## src/rtl/step_pattern_sequencer.sv

```systemverilog
// rtl/step_pattern_sequencer.sv - pattern step sequencer feeding the 12-note generator
// Optional STACCATO_GATE_EN: gates Select off for the second half of each step.
module step_pattern_sequencer #(
    parameter int STEPS  = 16,
    parameter int STEP_W = 4,
    parameter int TDIV_W = 26
) (
    input  logic              clk_i,
    input  logic              reset_i,
    input  logic              play_i,
    input  logic [TDIV_W-1:0] tempo_div_i,
    input  logic              wr_en_i,
    input  logic [STEP_W-1:0] wr_step_i,
    input  logic [11:0]       wr_notes_i,
    output logic [11:0]       select_o,
    output logic              nstart_o,
    output logic [STEP_W-1:0] step_o,
    output logic              step_pulse_o
);

    localparam logic [0:0] S_IDLE = 1'b0;
    localparam logic [0:0] S_PLAY = 1'b1;

    logic [11:0]       pattern_q [STEPS];
    logic [0:0]        state_q, state_d;
    logic [TDIV_W-1:0] counter_q, counter_d;
    logic [STEP_W-1:0] step_q, step_d;
    logic [11:0]       select_q, select_d;
    logic              nstart_q, nstart_d;
    logic              pulse_q, pulse_d;

    logic [TDIV_W-1:0] eff_div;
    logic              advance;
    logic              load;
    logic [STEP_W-1:0] load_addr;
    logic [11:0]       load_mask;
    logic [11:0]       held_mask;
    logic [11:0]       mask_d;

    assign eff_div = (tempo_div_i == '0) ? TDIV_W'(1) : tempo_div_i;
    // >= keeps a lowered tempo from letting the counter run past the boundary
    assign advance = (counter_q >= eff_div - TDIV_W'(1));

    always_comb begin
        state_d   = state_q;
        counter_d = counter_q;
        step_d    = step_q;
        load      = 1'b0;
        load_addr = step_q + STEP_W'(1);
        case (state_q)
            S_IDLE: begin
                counter_d = '0;
                step_d    = '0;
                if (play_i) begin
                    state_d   = S_PLAY;
                    load      = 1'b1;
                    load_addr = '0;
                end
            end
            default: begin
                if (!play_i) begin
                    state_d   = S_IDLE;
                    counter_d = '0;
                    step_d    = '0;
                end else if (advance) begin
                    counter_d = '0;
                    step_d    = step_q + STEP_W'(1);
                    load      = 1'b1;
                end else begin
                    counter_d = counter_q + TDIV_W'(1);
                end
            end
        endcase
    end

    // Write-first bypass so a write landing on the loading step is heard at once
    assign load_mask = (wr_en_i && (wr_step_i == load_addr)) ? wr_notes_i
                                                             : pattern_q[load_addr];
    assign mask_d    = (state_d == S_PLAY) ? (load ? load_mask : held_mask) : 12'h000;
    assign nstart_d  = (state_d == S_PLAY);
    assign pulse_d   = load;

`ifdef STACCATO_GATE_EN
    logic [11:0]       mask_q;
    logic [TDIV_W-1:0] half_div;
    logic              gate_open;

    assign held_mask = mask_q;
    assign half_div  = eff_div >> 1;
    assign gate_open = (half_div == '0) || (counter_d < half_div);
    assign select_d  = gate_open ? mask_d : 12'h000;

    always_ff @(posedge clk_i) begin
        if (reset_i) begin
            mask_q <= '0;
        end else begin
            mask_q <= mask_d;
        end
    end
`else
    assign held_mask = select_q;
    assign select_d  = mask_d;
`endif

    always_ff @(posedge clk_i) begin
        if (reset_i) begin
            for (int i = 0; i < STEPS; i++) begin
                pattern_q[i] <= '0;
            end
        end else if (wr_en_i) begin
            pattern_q[wr_step_i] <= wr_notes_i;
        end
    end

    always_ff @(posedge clk_i) begin
        if (reset_i) begin
            state_q   <= S_IDLE;
            counter_q <= '0;
            step_q    <= '0;
            select_q  <= '0;
            nstart_q  <= 1'b0;
            pulse_q   <= 1'b0;
        end else begin
            state_q   <= state_d;
            counter_q <= counter_d;
            step_q    <= step_d;
            select_q  <= select_d;
            nstart_q  <= nstart_d;
            pulse_q   <= pulse_d;
        end
    end

    assign select_o     = select_q;
    assign nstart_o     = nstart_q;
    assign step_o       = step_q;
    assign step_pulse_o = pulse_q;

endmodule

```

## config.mk

```make
export PLATFORM = sky130hd
export DESIGN_NAME = step_pattern_sequencer
export DESIGN_NICKNAME = d
export VERILOG_FILES = /design/src/rtl/step_pattern_sequencer.sv
export SDC_FILE = /design/constraint.sdc
export NUM_CORES = 1
export LEC_CHECK = 0
export ABC_CLOCK_PERIOD_IN_PS = 6600
export BUFFER_PORTS_ARGS = -buffer_cell sky130_fd_sc_hd__buf_2
export CAP_MARGIN = 40
export CELL_PAD_IN_SITES_DETAIL_PLACEMENT = 0
export CELL_PAD_IN_SITES_GLOBAL_PLACEMENT = 2
export CORE_MARGIN = 2
export CORE_UTILIZATION = 42
export CTS_CLUSTER_SIZE = 25
export DETAILED_ROUTE_END_ITERATION = 12
export HOLD_SLACK_MARGIN = 0.05
export PLACE_DENSITY = 0.89
export SYNTH_ARGS = -nofsm -noshare
export SYNTH_HDL_FRONTEND = slang
export SYNTH_SLANG_ARGS = --single-unit
export TNS_END_PERCENT = 100
```

## constraint.sdc

```tcl
create_clock -name clk_i -period 6.6 [get_ports clk_i]
set_clock_uncertainty 0.05 [all_clocks]
set_input_delay 0.99 -clock clk_i [delete_from_list [all_inputs] [get_ports clk_i]]
set_output_delay 0.99 -clock clk_i [all_outputs]
set_load 0.02 [all_outputs]
```

==> flow_metrics.py, run 1 <==
metrics = {
    "status": {
        "status": "complete, no violations",
    },
    "detailed_routing": {
        "wl_per_cell_um": 20.7,
        "ant_nets": 0,
        "routed_wl_mm": 32.5,
        "num_vias": 8768,
        "drc_errors": 0,
        "viasPerCell": 5.58,
        "drtIter0Drc": 792,
        "firstDrtPassIters": 5,
    },
    "placement": {
        "gp_congestion": 0.860,
        "dpl-instance-area_um2": 13100,
        "io_buffers": 63,
        "post-dp-hpwl_mm": 21.4,
        "dpl_worst_slack_ns": 0.874,
    },
    "synthesis": {
        "synth_warnings": 0,
        "synth_area_leaders": "edfxtp_1 46%, and2_1 9.8%, dfxtp_1 7.1%",
        "seq_area_frac_synth": 0.536,
        "synthesis.nets": 1205,
        "yosysTopAreaCell": "edfxtp_1",
        "yosysUniqueCellTypes": 61,
        "avgSynthCellArea_um2": 11.0,
        "synth-main-ff-cell": "edfxtp_1",
        "synth_edf_count": 192,
        "syn_area_um2": 12400,
        "ys_seq_elements": 236,
        "synthArstFlopShare": 0,
        "yosys-top-cells-count": "194 x and2_1, 192 x edfxtp_1, 68 x nor2_1",
        "synth_most_common_cell": "and2_1",
        "synthDominantCellAreaShare": 0.465,
        "postSynthCellCount": 1130,
    },
    "die": {
        "placementRows": 62,
        "die_area_um2": 30900,
        "die_y_um": 176,
        "core_area_um2": 28900,
        "die_x_um": 176,
        "initial_utilization": 0.430,
        "ios": 64,
    },
    "sta": {
        "hold_viol": 0,
        "slew_headroom": 0.420,
        "clock.fmax_ghz": 0.193,
        "drv_slew": 0,
        "rsz0062_at_grt": "false",
        "setup_tns_ns": 0,
        "finalWorstSetupSlack_ns": 1.42,
        "period_share": 0.785,
        "final-setup-viol-count": 0,
        "worst_pin_slew_ns": 0.867,
        "period_minus_slack_ns": 5.18,
    },
    "grt": {
        "grt_util_met3": 0.0331,
        "grt_busiest_layer": "met2",
        "gr-usage-met2": 0.339,
        "grt_overflow_total": 0,
        "track_usage": 0.210,
        "grt_pass1_wl_mm": 49.7,
        "grt_use_met1": 0.295,
        "antenna_found_initial": 2,
        "grt_max_degree": 65,
        "grt_pass1_vias": 8496,
    },
    "clock_tree": {
        "h-tree-depth": 1,
        "cts_setup_buffers": 0,
        "root_buffer": "clkbuf_16",
        "clock_latency_ns": 0.56,
        "cts_sinks": 236,
        "clockBufferDepth": 3,
        "cts_buffers": 27,
        "path_clk_slew_ns": 0.06,
        "tritoncts": "yes",
        "ctsResizeCount": 0,
        "ctsHoldBuffers": 0,
    },
    "pwr": {
        "worst_ir_drop_vdd_mv": 0.188,
        "cellPowerDensity_nw_per_um2": 244,
        "p_leak_uw": 0.00500,
    },
    "flow_run": {
        "max_cap_viol_count": 0,
    },
    "finish": {
        "num-fill-cells": 2674,
        "fin_area_um2": 14000,
        "area_growth_pct": 13.1,
        "final_nets": 1239,
        "drive_above_1_share": 0.147,
    },
    "critical_path": {
        "crit_type": "in -> reg",
        "cp.required_ns": 6.96,
        "worst_ep_arrival_time_ns": 5.54,
        "crit_path_start_kind": "input pin",
        "worst_setup_path_end_kind": "flop",
        "worstRegToRegCells": 10,
        "critPathMaxFanout": 11,
    },
    "hold_path": {
        "hold_depth": 1,
        "hold_path.class": "reg -> reg",
    },
}
-- registers in the layout, indices dropped and copies added (netlist names) --
register / count
pattern_q: 192
counter_q: 26
select_o: 12
step_pulse_o: 1
nstart_o: 1
step_o: 4
-- power by group --
part | switching (uW) | internal (uW) | leakage (uW)
Clock | 618 | 870 | 0.000442
Combinational | 156 | 81.0 | 0.00236
Sequential | 22.6 | 1680 | 0.00219
Total | 796 | 2630 | 0.00500
-- cell families after synthesis --
group	share of synthesized area
compound gates	0.111
xor+xnor	0.0339
fa+ha+maj	0.0292
buf+inv	0.0289
flops	0.536
mux	0.0437
simple gates	0.217
-- stage by stage --
| step | total power, uW | util | hold slack [ns] | std cells |
|---|---|---|---|---|
| after floorplan | 1870 | - | 0.391 | 1130 |
| after global placement | 1970 | 0.451 | 0.417 | 1513 |
| after detailed placement | 1970 | 0.455 | 0.424 | 1519 |
| after CTS | 3450 | 0.486 | 0.436 | 1569 |
| after global routing | 3540 | 0.486 | 0.453 | 1570 |
| final | 3430 | 0.486 | 0.432 | 1570 |
-- layer usage --
| metal | share of wire | vias up |
|---|---|---|
| li1 | - | 4158 |
| met1 | 0.45 | 4323 |
| met2 | 0.46 | 231 |
| met3 | 0.058 | 56 |
| met4 | 0.025 | 0 |
| met5 | 0 | - |
-- worst max-delay path: stages --
cell and delay, ns:
buf_2 0.12, or4_1 0.58, nor4_2 0.36, nand4_1 0.29, inv_1 0.12, a21oi_1 0.09, ha_1 0.26, nand3b_1 0.11
or2_2 0.22, nor4_4 0.07, and2b_1 0.17, xnor2_1 0.13, ha_1 0.27, nand4_1 0.10, or4_1 0.53, a2111o_1 0.35
o21a_1 0.27, nand3_1 0.36, a31oi_1 0.15
-- placed cells by master (no fill, tap or decap), types with 31 or more instances in the layout --
cell,instances
dfxtp_1,43
and2_1,194
buf_2,63
a21oi_1,49
nand2b_1,41
xor2_1,31
mux2i_1,35
nor2_1,67
edfxtp_1,192
nand2_1,53
-- layout make-up --
cell class	count	area (um2)	area share
Antenna cell	1	2.50	0.000178
Inverter	10	37.5	0.00268
Multi-Input combinational cell	803	5420	0.386
Tap cell	384	480	0.0343
Timing Repair Buffer	86	553	0.0394
Sequential cell	236	6650	0.474
Clock buffer	34	732	0.0522
Clock inverter	16	155	0.0111
-- final timing paths --
kind                   start      endpoint  slack (ns)
min             counter_q[0]  counter_q[0]        0.43
max reg2reg        step_o[1]   select_o[2]        3.21
min reg2reg     counter_q[0]  counter_q[0]        0.43
max          tempo_div_i[17]  select_o[11]        1.42
No activity file was read; power rests on OpenSTA's default activity.
==> run 2: changes to the inputs <==
Settings changed: ABC_CLOCK_PERIOD_IN_PS 6600 to 5400.
Clock period 6.6 ns to 5.4 ns, I/O delays scaled along.
==> run 2 against run 1 <==
Effect of this change:
- total power up 24%
- clock-buffer cell count up 4
- clock power up 27%
- non-clock buffer count down 1
- worst setup slack worse by 0.74 ns
- die area unchanged
- register-to-register slack worse by 1.6 ns
- via count down 1.5%
- combinational power up 22%
- hold slack better by 0.014 ns
- wire length down 2.0%
- sequential cell count unchanged
- largest cell class unchanged
- highest routed layer unchanged
==> flow_metrics.py, run 2 (synthesis gave the netlist of run 1 again) <==
metrics = {
    "hold_path": {
        "hold_path.class": "reg -> reg",
        "worstHoldStart": "counter_q[0]",
    },
    "grt": {
        "grt_pass1_vias": 8366,
        "grt_max_degree": 81,
        "antenna_found_initial": 0,
        "track_usage": 0.207,
        "grt_overflow_total": 0,
        "grt_pass1_wl_mm": 49.3,
    },
    "clock_tree": {
        "ctsHoldBuffers": 0,
        "path_clk_slew_ns": 0.06,
        "ctsResizeCount": 0,
        "cts_sinks": 236,
        "cts_buffers": 27,
        "h-tree-depth": 1,
        "clockBufferDepth": 3,
        "root_buffer": "clkbuf_16",
        "cts_setup_buffers": 0,
        "tritoncts": "yes",
        "clock_latency_ns": 0.55,
    },
    "sta": {
        "final-setup-viol-count": 0,
        "period_share": 0.875,
        "hold_viol": 0,
        "setup_tns_ns": 0,
        "drv_slew": 0,
        "rsz0062_at_grt": "false",
        "slew_headroom": 0.394,
        "worst_pin_slew_ns": 0.909,
        "clock.fmax_ghz": 0.212,
        "period_minus_slack_ns": 4.72,
    },
    "finish": {
        "largest_reg_flops": 192,
        "final_nets": 1238,
        "drive_above_1_share": 0.145,
        "multiInputGateArea_um2": 5410,
        "top_register": "pattern_q",
        "final_cell_mix": "194 x and2_1, 192 x edfxtp_1, 67 x nor2_1",
        "n_antenna_cell": 0,
        "layout_commonest_cell": "and2_1",
        "num-fill-cells": 2629,
        "area_growth_pct": 12.8,
        "final-seq-area_um2": 6650,
        "final_cells": 1568,
    },
    "detailed_routing": {
        "drc_errors": 0,
        "firstDrtPassIters": 5,
        "routed_wl_mm": 31.8,
        "ant_nets": 0,
        "num_vias": 8637,
        "drtIter0Drc": 780,
        "viasPerCell": 5.51,
        "wl_per_cell_um": 20.3,
    },
    "die": {
        "die_x_um": 176,
        "initial_utilization": 0.430,
        "die_area_um2": 30900,
        "die_y_um": 176,
        "core_area_um2": 28900,
        "ios": 64,
        "placementRows": 62,
    },
    "critical_path": {
        "cp_top_family": "simple AND/OR/NAND/NOR gates",
        "critPathMaxFanout": 11,
        "crit_buf_inv": 2,
        "worst_ep_arrival_time_ns": 5.07,
        "rr_startpoint": "step_o[0]",
        "crit_type": "in -> reg",
        "cpPeakStageDelay_ns": 0.55,
        "worstSetupStartpoint": "tempo_div_i[8]",
        "crit_path_cell_trace": "buf_2 > or4_4 > nor4_1 > nand4_1 > inv_1 > a21oi_1 > ha_1 > nand3b_1 > or2_2 > nor4_4 > and2b_1 > xnor2_1 > ha_1 > nand4_1 > or4_1 > a2111o_1 > o21a_1 > nand3_1 > a31oi_1",
        "critPathSlowestCell": "or4_4",
        "cp.required_ns": 5.75,
        "worst_setup_path_end_kind": "flop",
        "crit_path_start_kind": "input pin",
    },
    "placement": {
        "placed_cells": 1518,
        "post-dp-hpwl_mm": 21.2,
        "io_buffers": 63,
        "gp_congestion": 0.868,
    },
    "pwr": {
        "worst_ir_drop_vdd_mv": 0.223,
        "cellPowerDensity_nw_per_um2": 304,
        "p_leak_uw": 0.00499,
        "finalPower_uw": 4260,
    },
    "flow_run": {
        "max_cap_viol_count": 0,
    },
    "status": {
        "status": "complete, no violations",
    },
}
## run 2: area by class of cell
| type | count | area share |
|---|---|---|
| Clock buffer | 38 | 0.0548 |
| Clock inverter | 12 | 0.0111 |
| Inverter | 10 | 0.00268 |
| Multi-Input combinational cell | 803 | 0.387 |
| Sequential cell | 236 | 0.475 |
| Tap cell | 384 | 0.0343 |
| Timing Repair Buffer | 85 | 0.0352 |
## run 2: worst reg2reg max path, cell delays in order (launching register included)
cell      delay, ns
dfxtp_4        0.90
ha_1           0.29
clkinv_1       0.46
buf_4          0.40
o221ai_1       0.23
a21oi_1        0.12
a41oi_1        0.63
o21ai_0        0.37
a31oi_1        0.24
## run 2: worst paths after layout
kind	to	slack [ns]	cells after the start
hold reg to reg	counter_q[0]	0.45	1
setup / recovery	select_o[2]	0.68	19
hold / removal	counter_q[0]	0.45	1
setup reg to reg	select_o[6]	1.64	8
## run 2: metal layers
metal	global-route usage	vias to the layer above	wire, um
li1	-	4160	-
met1	0.296	4204	14700
met2	0.325	234	14400
met3	0.0387	39	2020
met4	0.0558	0	731
met5	0	-	0
## run 2: power by group
group	total (uW)	internal [uW]	leakage, uW	switching [uW]
Combinational	288	99.4	0.00234	189
Sequential	2080	2060	0.00219	27.8
Clock	1890	1140	0.000453	749
## run 2: through the flow
stage                     instance area [um2]  setup slack, ns  hold WS, ns   util
after global routing                    14000            0.365        0.464  0.485
after floorplan                         12400            0.339        0.391      -
after global placement                  13000            0.189        0.413  0.452
after CTS                               14000            0.693        0.441  0.485
after detailed placement                13100            0.143        0.420  0.453
final                                   14000            0.677        0.446  0.485
